<file path="config.mk">
export PLATFORM = sky130hd
export DESIGN_NAME = alu_pipe_flat
export DESIGN_NICKNAME = d
export VERILOG_FILES = /design/src/rtl/alu_pipe_if.sv /design/src/rtl/alu_pipe.sv /design/src/flat_wrapper.sv
export SDC_FILE = /design/constraint.sdc
export NUM_CORES = 1
export LEC_CHECK = 0
export CAP_MARGIN = 20
export CORE_MARGIN = 2
export CORE_UTILIZATION = 59
export DETAILED_ROUTE_END_ITERATION = 8
export GPL_TIMING_DRIVEN = 0
export PLACE_DENSITY = 0.93
export SYNTH_ARGS = -nofsm -noshare
export SYNTH_HDL_FRONTEND = slang
export SYNTH_SLANG_ARGS = --single-unit
</file>
<file path="constraint.sdc">
create_clock -name clk -period 2.5 [get_ports clk]
set_input_delay 0.375 -clock clk [delete_from_list [all_inputs] [get_ports clk]]
set_output_delay 0.375 -clock clk [all_outputs]
set_load 0.03 [all_outputs]
</file>
<file path="src/rtl/alu_pipe_if.sv">
// alu_pipe_if: operand/result handshake bundle for alu_pipe.
// The master side presents operations and consumes results.
// The slave side is the ALU itself.
interface alu_pipe_if #(
   parameter int WIDTH = 8
);
   logic             in_valid;
   logic             in_ready;
   logic [WIDTH-1:0] a;
   logic [WIDTH-1:0] b;
   logic [2:0]       opcode;
   logic             out_valid;
   logic             out_ready;
   logic [WIDTH-1:0] out;
   logic             zero;
   logic             carry;
   logic             ovf;
   logic             err;

   modport master (
      output in_valid, a, b, opcode, out_ready,
      input  in_ready, out_valid, out, zero, carry, ovf, err
   );

   modport slave (
      input  in_valid, a, b, opcode, out_ready,
      output in_ready, out_valid, out, zero, carry, ovf, err
   );
endinterface

</file>
<file path="src/rtl/alu_pipe.sv">
// alu_pipe: registered ALU with valid/ready handshake on both sides.
// Opcodes: 0 plus, 1 minus, 2 and, 3 or, 4 not-a, 5 shl, 6 shr, 7 mul.
// Optional feature macro ALU_PIPE_MUL_EN builds the WIDTH-cycle shift-add
// multiplier for opcode 7; without it opcode 7 completes in one cycle with err=1.
module alu_pipe #(
   parameter int WIDTH = 8,
   parameter int SHW   = $clog2(WIDTH)
) (
   input logic       clk,
   input logic       rst,
   alu_pipe_if.slave bus
);
   localparam logic [1:0] S_IDLE = 2'd0;
   localparam logic [1:0] S_DONE = 2'd2;
`ifdef ALU_PIPE_MUL_EN
   localparam logic [1:0]   S_MUL    = 2'd1;
   localparam logic [SHW:0] CNT_LAST = (SHW+1)'(WIDTH);
`endif

   logic [1:0]       state_q, state_d;
   logic [WIDTH-1:0] out_q, out_d;
   logic             zero_q, zero_d;
   logic             carry_q, carry_d;
   logic             ovf_q, ovf_d;
   logic             err_q, err_d;

   logic             in_ready_s;
   logic             accept_s;
   logic [WIDTH-1:0] res_s;
   logic             carry_s;
   logic             ovf_s;
   logic             err_s;
   logic [WIDTH:0]   sum_s;
   logic [WIDTH:0]   diff_s;

`ifdef ALU_PIPE_MUL_EN
   logic [2*WIDTH-1:0] mcand_q, mcand_d;
   logic [WIDTH-1:0]   mplier_q, mplier_d;
   logic [2*WIDTH-1:0] acc_q, acc_d;
   logic [SHW:0]       cnt_q, cnt_d;
`endif

   // Signed overflow: operands (b already sign-adjusted for minus) agree, result sign differs.
   function automatic logic sign_ovf(input logic sa, input logic sb, input logic sr);
      return (sa == sb) && (sr != sa);
   endfunction

   assign in_ready_s = (state_q == S_IDLE) || ((state_q == S_DONE) && bus.out_ready);
   assign accept_s   = bus.in_valid && in_ready_s;
   assign sum_s      = {1'b0, bus.a} + {1'b0, bus.b};
   assign diff_s     = {1'b0, bus.a} - {1'b0, bus.b};

   // Single-cycle datapath for the operation currently presented.
   always_comb begin
      res_s   = {WIDTH{1'b0}};
      carry_s = 1'b0;
      ovf_s   = 1'b0;
      err_s   = 1'b0;
      case (bus.opcode)
         3'd0: begin
            res_s   = sum_s[WIDTH-1:0];
            carry_s = sum_s[WIDTH];
            ovf_s   = sign_ovf(bus.a[WIDTH-1], bus.b[WIDTH-1], sum_s[WIDTH-1]);
         end
         3'd1: begin
            res_s   = diff_s[WIDTH-1:0];
            carry_s = diff_s[WIDTH];
            ovf_s   = sign_ovf(bus.a[WIDTH-1], ~bus.b[WIDTH-1], diff_s[WIDTH-1]);
         end
         3'd2:    res_s = bus.a & bus.b;
         3'd3:    res_s = bus.a | bus.b;
         3'd4:    res_s = ~bus.a;
         3'd5:    res_s = bus.a << bus.b[SHW-1:0];
         3'd6:    res_s = bus.a >> bus.b[SHW-1:0];
`ifdef ALU_PIPE_MUL_EN
         3'd7:    res_s = {WIDTH{1'b0}};
`else
         3'd7:    err_s = 1'b1;
`endif
         default: err_s = 1'b1;
      endcase
   end

   // Next-state logic: handshake sequencing, result capture and multiplier stepping.
   always_comb begin
      state_d  = state_q;
      out_d    = out_q;
      zero_d   = zero_q;
      carry_d  = carry_q;
      ovf_d    = ovf_q;
      err_d    = err_q;
`ifdef ALU_PIPE_MUL_EN
      mcand_d  = mcand_q;
      mplier_d = mplier_q;
      acc_d    = acc_q;
      cnt_d    = cnt_q;
`endif
      case (state_q)
         S_IDLE: state_d = S_IDLE;
         S_DONE: begin
            if (bus.out_ready) begin
               state_d = S_IDLE;
            end else begin
               state_d = S_DONE;
            end
         end
`ifdef ALU_PIPE_MUL_EN
         S_MUL: begin
            if (cnt_q == CNT_LAST) begin
               state_d = S_DONE;
               out_d   = acc_q[WIDTH-1:0];
               zero_d  = (acc_q[WIDTH-1:0] == {WIDTH{1'b0}});
               carry_d = |acc_q[2*WIDTH-1:WIDTH];
               ovf_d   = 1'b0;
               err_d   = 1'b0;
            end else begin
               if (mplier_q[0]) begin
                  acc_d = acc_q + mcand_q;
               end else begin
                  acc_d = acc_q;
               end
               mcand_d  = mcand_q << 1;
               mplier_d = mplier_q >> 1;
               cnt_d    = cnt_q + {{SHW{1'b0}}, 1'b1};
            end
         end
`endif
         default: state_d = S_IDLE;
      endcase

      // A new accept overrides the DONE->IDLE drain so back-to-back ops have no bubble.
      if (accept_s) begin
`ifdef ALU_PIPE_MUL_EN
         if (bus.opcode == 3'd7) begin
            state_d  = S_MUL;
            mcand_d  = {{WIDTH{1'b0}}, bus.a};
            mplier_d = bus.b;
            acc_d    = {2*WIDTH{1'b0}};
            cnt_d    = {(SHW+1){1'b0}};
         end else begin
            state_d = S_DONE;
            out_d   = res_s;
            zero_d  = (res_s == {WIDTH{1'b0}});
            carry_d = carry_s;
            ovf_d   = ovf_s;
            err_d   = err_s;
         end
`else
         state_d = S_DONE;
         out_d   = res_s;
         zero_d  = (res_s == {WIDTH{1'b0}});
         carry_d = carry_s;
         ovf_d   = ovf_s;
         err_d   = err_s;
`endif
      end else begin
         state_d = state_d;
      end
   end

   // Control state and registered result/flags.
   always_ff @(posedge clk or posedge rst) begin
      if (rst) begin
         state_q <= S_IDLE;
         out_q   <= {WIDTH{1'b0}};
         zero_q  <= 1'b0;
         carry_q <= 1'b0;
         ovf_q   <= 1'b0;
         err_q   <= 1'b0;
      end else begin
         state_q <= state_d;
         out_q   <= out_d;
         zero_q  <= zero_d;
         carry_q <= carry_d;
         ovf_q   <= ovf_d;
         err_q   <= err_d;
      end
   end

`ifdef ALU_PIPE_MUL_EN
   // Multiplier working registers; reset discards any partial product.
   always_ff @(posedge clk or posedge rst) begin
      if (rst) begin
         mcand_q  <= {2*WIDTH{1'b0}};
         mplier_q <= {WIDTH{1'b0}};
         acc_q    <= {2*WIDTH{1'b0}};
         cnt_q    <= {(SHW+1){1'b0}};
      end else begin
         mcand_q  <= mcand_d;
         mplier_q <= mplier_d;
         acc_q    <= acc_d;
         cnt_q    <= cnt_d;
      end
   end
`endif

   assign bus.in_ready  = in_ready_s;
   assign bus.out_valid = (state_q == S_DONE);
   assign bus.out       = out_q;
   assign bus.zero      = zero_q;
   assign bus.carry     = carry_q;
   assign bus.ovf       = ovf_q;
   assign bus.err       = err_q;
endmodule
</file>
<file path="src/flat_wrapper.sv">
// flat-port wrapper written by rule: the top's interface ports become plain ports
module alu_pipe_flat 
#(
   parameter int WIDTH = 8,
   parameter int SHW   = $clog2(WIDTH)
)
  (clk, rst, bus_in_valid, bus_a, bus_b, bus_opcode, bus_out_ready, bus_in_ready, bus_out_valid, bus_out, bus_zero, bus_carry, bus_ovf, bus_err);
  alu_pipe_if #(.WIDTH(WIDTH)) bus_i ();
  input logic clk;
  input logic rst;
  input wire logic [$bits(bus_i.in_valid)-1:0] bus_in_valid;
  input wire logic [$bits(bus_i.a)-1:0] bus_a;
  input wire logic [$bits(bus_i.b)-1:0] bus_b;
  input wire logic [$bits(bus_i.opcode)-1:0] bus_opcode;
  input wire logic [$bits(bus_i.out_ready)-1:0] bus_out_ready;
  output wire logic [$bits(bus_i.in_ready)-1:0] bus_in_ready;
  output wire logic [$bits(bus_i.out_valid)-1:0] bus_out_valid;
  output wire logic [$bits(bus_i.out)-1:0] bus_out;
  output wire logic [$bits(bus_i.zero)-1:0] bus_zero;
  output wire logic [$bits(bus_i.carry)-1:0] bus_carry;
  output wire logic [$bits(bus_i.ovf)-1:0] bus_ovf;
  output wire logic [$bits(bus_i.err)-1:0] bus_err;
  assign bus_i.in_valid = bus_in_valid;
  assign bus_i.a = bus_a;
  assign bus_i.b = bus_b;
  assign bus_i.opcode = bus_opcode;
  assign bus_i.out_ready = bus_out_ready;
  assign bus_in_ready = bus_i.in_ready;
  assign bus_out_valid = bus_i.out_valid;
  assign bus_out = bus_i.out;
  assign bus_zero = bus_i.zero;
  assign bus_carry = bus_i.carry;
  assign bus_ovf = bus_i.ovf;
  assign bus_err = bus_i.err;
  alu_pipe #(.WIDTH(WIDTH), .SHW(SHW)) u_core (.clk(clk), .rst(rst), .bus(bus_i));
endmodule
</file>
Word level (Yosys, flattened, before mapping)
Index checks and enable logic that the tools add are counted.
Storage, ports and cells
  output and inout bits: 14
  register bits after elaboration: 14
Cells by class
  $add $sub $neg: 2
  shift-type cells: 2
  bitwise operators: 4
  mux-type cells: 7
  equality and inequality tests: 12
  reductions and logical operators: 8
Operators with widths (number)
  one-hot mux 8 bit (7 select lines): 1
  == test 3 bit, second input constant: 4
  adder 8 x 8 -> 9 bit: 1
  subtractor 8 x 8 -> 9 bit: 1
  bitwise AND 8 bit: 1
  zero test 8 bit: 1
  inverter 8 bit: 1
  OR 8 bit: 1
  left shift 8 x 3 -> 8 bit: 1
  right shift 8 x 3 -> 8 bit: 1
  == test 3 x 2 -> 1 bit, second input constant: 2
  two-way mux 2 bit: 3
  logical AND 1 bit: 4
  one-hot mux 1 bit (2 select lines): 2
  == test 3 x 1 -> 1 bit, second input constant: 1
  zero test 3 bit: 1
  == test 1 bit: 2
  == test 2 bit, second input constant: 1
  zero test 2 bit: 1
  != test 1 bit: 2
  logical OR 1 bit: 1
  two-way mux 1 bit: 1
  inverter 1 bit: 1

Logic depth before layout (Yosys ltp)
  word-level depth: 5
  mapped depth: 11
  gate-level depth less buffers: 11

Worst setup path before layout
No wires, ideal clock.
  path kind: input to register
  from: in bus_b[1]
  to: reg u_core.zero_q (netlist: u_core.bus.zero)
  arrival time: 2256 ps
  buffers on the path: 1
  slack: 123 ps
  stages on the path: 10
  data required time: 2378 ps
  cells stage by stage: inv_1 buf_2 ha_1 a21oi_1 o2111ai_1 o221a_1 o21ai_1 nor3_1 and4b_1 a32o_1
Between the ends
  word-level cells in the longest chain between the ends: 3
RTL lines
  start: declaration: line flat_wrapper.sv:13  | input wire logic [$bits(bus_i.b)-1:0] bus_b;
  subtractor 8 x 8 -> 9 bit, or another cell as far along: line alu_pipe.sv:51  | assign diff_s = {1'b0, bus.a} - {1'b0, bus.b};
  one-hot mux 8 bit (7 select lines) *: line alu_pipe.sv:59  | case (bus.opcode)
  zero test 8 bit *: line alu_pipe.sv:151  | zero_d = (res_s == {WIDTH{1'b0}});
  end signal: assignment: line alu_pipe.sv:173  | zero_q <= zero_d;
  end: declaration: line alu_pipe.sv:22  | logic zero_q, zero_d;
Mark *: on every way between the ends. The rest lies on a longest branch, timed or not.
A chain may end at the register's enable or synchronous reset.

Worst setup path in the final report
  from: in bus_a[2]
  to: reg u_core.zero_q (netlist: u_core.bus.zero)
Between the ends
  word-level cells in the longest chain between the ends: 3
RTL lines
  start: declaration: line flat_wrapper.sv:12  | input wire logic [$bits(bus_i.a)-1:0] bus_a;
  subtractor 8 x 8 -> 9 bit, or another cell as far along: line alu_pipe.sv:51
  one-hot mux 8 bit (7 select lines) *: line alu_pipe.sv:59
  zero test 8 bit *: line alu_pipe.sv:151
Marks and branches as above.

==> results <==
- The cell count after synthesis is 271.
- For this block, the initial DRC count from the detailed router was 479.
- In this run the clock root is driven by a clkbuf_8.
- For this design the top-level I/O count stands at 37.
- Setup total negative slack on the finished layout was measured at -54.71 ps.
- The post-synthesis sequential area ratio is 14.86%.
- The TritonCTS sink count is 13.
- The flip-flop and latch count after synthesis is 13.
- The clock passes through at most 2 buffers.
- The smallest setup slack after layout is -54.71 ps.
- By area the synthesized netlist is led by dfrtp_1, ha_1, mux2i_1.
- STA puts the critical path data required time at 2650 ps.
- The number of enable-type register cells in the synthesized netlist is 0.
- In this run the static leakage power is 1.310 nW.
- The port buffer count is 35.
- The finished cells cover 2952 µm².
- The TritonCTS clock tree is built.
- The number of antenna diodes in the final layout is 0.
- The count of endpoints failing hold in the final timing report is 0.
- Final hold analysis gives a worst-case slack of 462.0 ps.
- The average cell area after synthesis is 8.080 µm².
- Counting every net in the synthesized netlist gives 322.
- In this run the number of H-tree levels came out at 1.
- At the end of the flow, the number of nets in the layout was 378.
- The worst voltage drop across the vdd grid is 0.0002723 V.
- The initial antenna violation count came to 0.
- The critical path is of the in2reg type.
- STA classifies the critical path startpoint as an input port.
- The initial utilization of the core area, before any placement, comes to 60.72%.
- The die outline area is 4215 µm².
- The via density per instance is 7.270.
- The proportion of layout cells with a drive suffix above 1 is 23.62%.
- The total cell area at the placement stage is 2600 µm².
- The source-to-sink clock delay at the later pin of the worst-skew pair is 260 ps.
- The cell taking the most area after synthesis is dfrtp_1.
- The first detailed-routing pass took 6 iterations.
- The first global-routing pass estimated 11.28 mm of wire.
- The routed layout has 2719 vias.
- The path class of the tightest hold or removal check is in2async.
- The tool flagged a number of max-cap violations equal to 0.
- Summed over all layers, the global routing overflow is 0.
- In this run, distinct cell masters in the synthesized netlist total 58.
- The upper clock frequency limit is 0.3914 GHz.
- The run finished, with violations left.
- In this run the core area contains 22 standard-cell rows.
- In the final routed layout, each cell accounts on average for 22.28 µm.
- The final critical-path share of the clock period is 102.2%.
- The share of synthesized area in the top cell type comes to 14.86%.
- The weighted congestion reported at the end of routability-driven placement is 0.9653.
- The transition time at the pin with the least slew margin is 713.6 ps.
- Setup violations remaining at the end of the flow were counted as 1.
- In this run the remaining antenna-violating nets after routing total 0.
- The number of global-route vias before repair is 2328.
- In this run the worst path has a maximum fanout of 7.
- The final layout contains routed wiring with a total length of 8.334 mm.
- For this run, design rule violations remaining after detail routing come to 0.
- The terminus of the critical flop-to-flop path is u_core.bus.zero.
- For the finished layout, the period the worst path requires is 2555 ps.
- The final reports fail on negative setup slack.
- Dividing total power by cell area gives a power density of 384.8 nW/µm².
- The clock buffer count from CTS is 3.
- From synthesis to final layout, the design area changed by 34.80%.
- STA classifies the critical path endpoint as a flip-flop.
- For flop-to-flop paths, the worst setup slack is 630 ps.
- For this run, the number of Yosys warnings is 0.
- The beginning of the worst register-to-register path is u_core.state_q[1].
- The fill cell instance count of the final layout is 208.
- Entering global routing, the biggest net connects 14 pins.
- For this run, the leading register cell type out of synthesis is dfrtp_1.
- The total area inside the core boundary comes to 3606 µm².
- Measured in cells, the most critical reg-to-reg path has a length of 6.
- The die is 64.92 µm tall.
- Data arrives at the worst endpoint at 2700 ps.
- The horizontal die dimension is 64.92 µm.
- In the global route stage, overall resource usage came out at 34.91%.
- The count of final max-slew check failures is 0.
- The post-route clock skew is 10.56 ps.
- Of all flip-flops after synthesis, the portion carrying an async set or reset was 100.0%.
- The HPWL after detailed placement is 4.758 mm.
- After clock tree synthesis, the clock-pin slew on the worst setup and hold paths is 70 ps.
- The max-slew headroom at the worst pin is 52.06%.
- The summed instance area of the synthesized netlist is 2190 µm².
[worst max-delay path by stage]
| stage | startpoint | endpoint | slack, ps | cells after the start |
|---|---|---|---|---|
| floorplan | bus_b[1] | u_core.bus.zero | 120 | 10 |
| global placement | bus_b[1] | u_core.bus.zero | -790 | 11 |
| detailed placement | bus_b[1] | u_core.bus.zero | -810 | 11 |
| CTS | bus_b[4] | u_core.bus.zero | 0.06 | 11 |
| global route | bus_b[0] | u_core.bus.zero | -110 | 11 |
| finish | bus_a[2] | u_core.bus.zero | -50 | 11 |
[worst max-delay path, cell delays in order]
cell	delay (ps)
clkdlybuf4s15_1	320
inv_1	180
ha_4	380
buf_4	140
xnor2_2	130
o21ai_0	150
a211o_1	330
o211ai_1	180
nor3_2	90
and4b_1	210
a32o_1	210
[logic make-up (layout without fill, tap and decap cells)]
group / after synthesis / after routing / share of synthesized area [%]
muxes: 21 / 21 / 11.37
and+or+nand+nor: 78 / 78 / 19.31
adders and majority gates: 28 / 28 / 16.69
xor gates and xnor gates: 2 / 2 / 0.8001
buffers and inverters: 43 / 98 / 9.314
DFF: 13 / 13 / 14.86
AOI/OAI and AO/OA: 86 / 86 / 27.66
[cell type report]
cell class | instances | area [µm²] | area share [%]
plain buffers | 18 | 138.9 | 4.705
clock buffers | 4 | 45.04 | 1.526
inverters | 25 | 97.59 | 3.306
multi-input cells | 215 | 1828 | 61.93
flip-flops and latches | 13 | 325.3 | 11.02
well taps | 48 | 60.06 | 2.035
repair buffers | 51 | 456.7 | 15.47
[cell usage after synthesis (all sizes together) (4+ instances only)]
cell / count
inv: 25
nor2b: 6
o21ai: 19
nor2: 11
nor3: 8
nand3b: 8
a22oi: 4
a21oi: 15
dfrtp: 13
ha: 26
mux2i: 17
a221o: 4
nand2: 23
nand3: 5
buf: 14
o211ai: 4
o221ai: 4
nand2b: 4
o22ai: 6
clkbuf: 4
[timing repair]
| action | in CTS | in global routing |
|---|---|---|
| hold buffers | 0 | 0 |
| resized for setup | 42 | 34 |
| setup endpoints to repair | 10 | 6 |
| buffers inserted | 9 | 7 |
| pin swaps | 8 | 10 |
[flip-flops by register name, indices dropped and copies added, names as in the netlist]
| signal | count |
|---|---|
| u_core.bus.err | 1 |
| u_core.bus.zero | 1 |
| u_core.bus.out | 8 |
| u_core.state_q | 1 |
| u_core.bus.carry | 1 |
| u_core.bus.ovf | 1 |
[power by group]
part           total [mW]  switching, mW  internal [mW]  leakage (nW)
sequential          0.262         0.0204          0.241         0.160
combinational       0.672          0.387          0.285          1.13
clock               0.202         0.0888          0.113        0.0228
total                1.14          0.497          0.639          1.31
[metrics by stage]
step | setup WS, ps | instances | power [mW] | utilization (%)
global placement | -794.1 | 354 | 0.7840 | 72.10
CTS | 0.06350 | 367 | 1.033 | 78.24
global route | -105.2 | 374 | 1.174 | 81.85
detailed placement | -808.6 | 354 | 0.7990 | 72.10
finish | -54.71 | 374 | 1.136 | 81.85
floorplan | 122.9 | 271 | 0.6091 | -
[cell usage in the layout, fill, tap and decap left out, types with 8 or more instances in the layout]
cell type        synthesis  final
nand2_1                 23     23
inv_1                   24     22
clkdlybuf4s50_1          0     21
ha_1                    26     20
mux2i_1                 17     17
buf_4                    0     16
o21ai_0                 17     14
dfrtp_1                 13     13
a21oi_1                 15     12
nor2_1                  11     11
buf_6                    4      8
nand3b_1                 8      8
[metal layers]
metal / vias to the layer above / wire [µm] / track usage [%]
li1: 1115 / - / -
met1: 1243 / 2904 / 44.05
met2: 273 / 3816 / 56.57
met3: 88 / 938 / 5.556
met4: 0 / 674 / 19.41
met5: - / 0 / 0
Power figures use the tool's default switching activity.
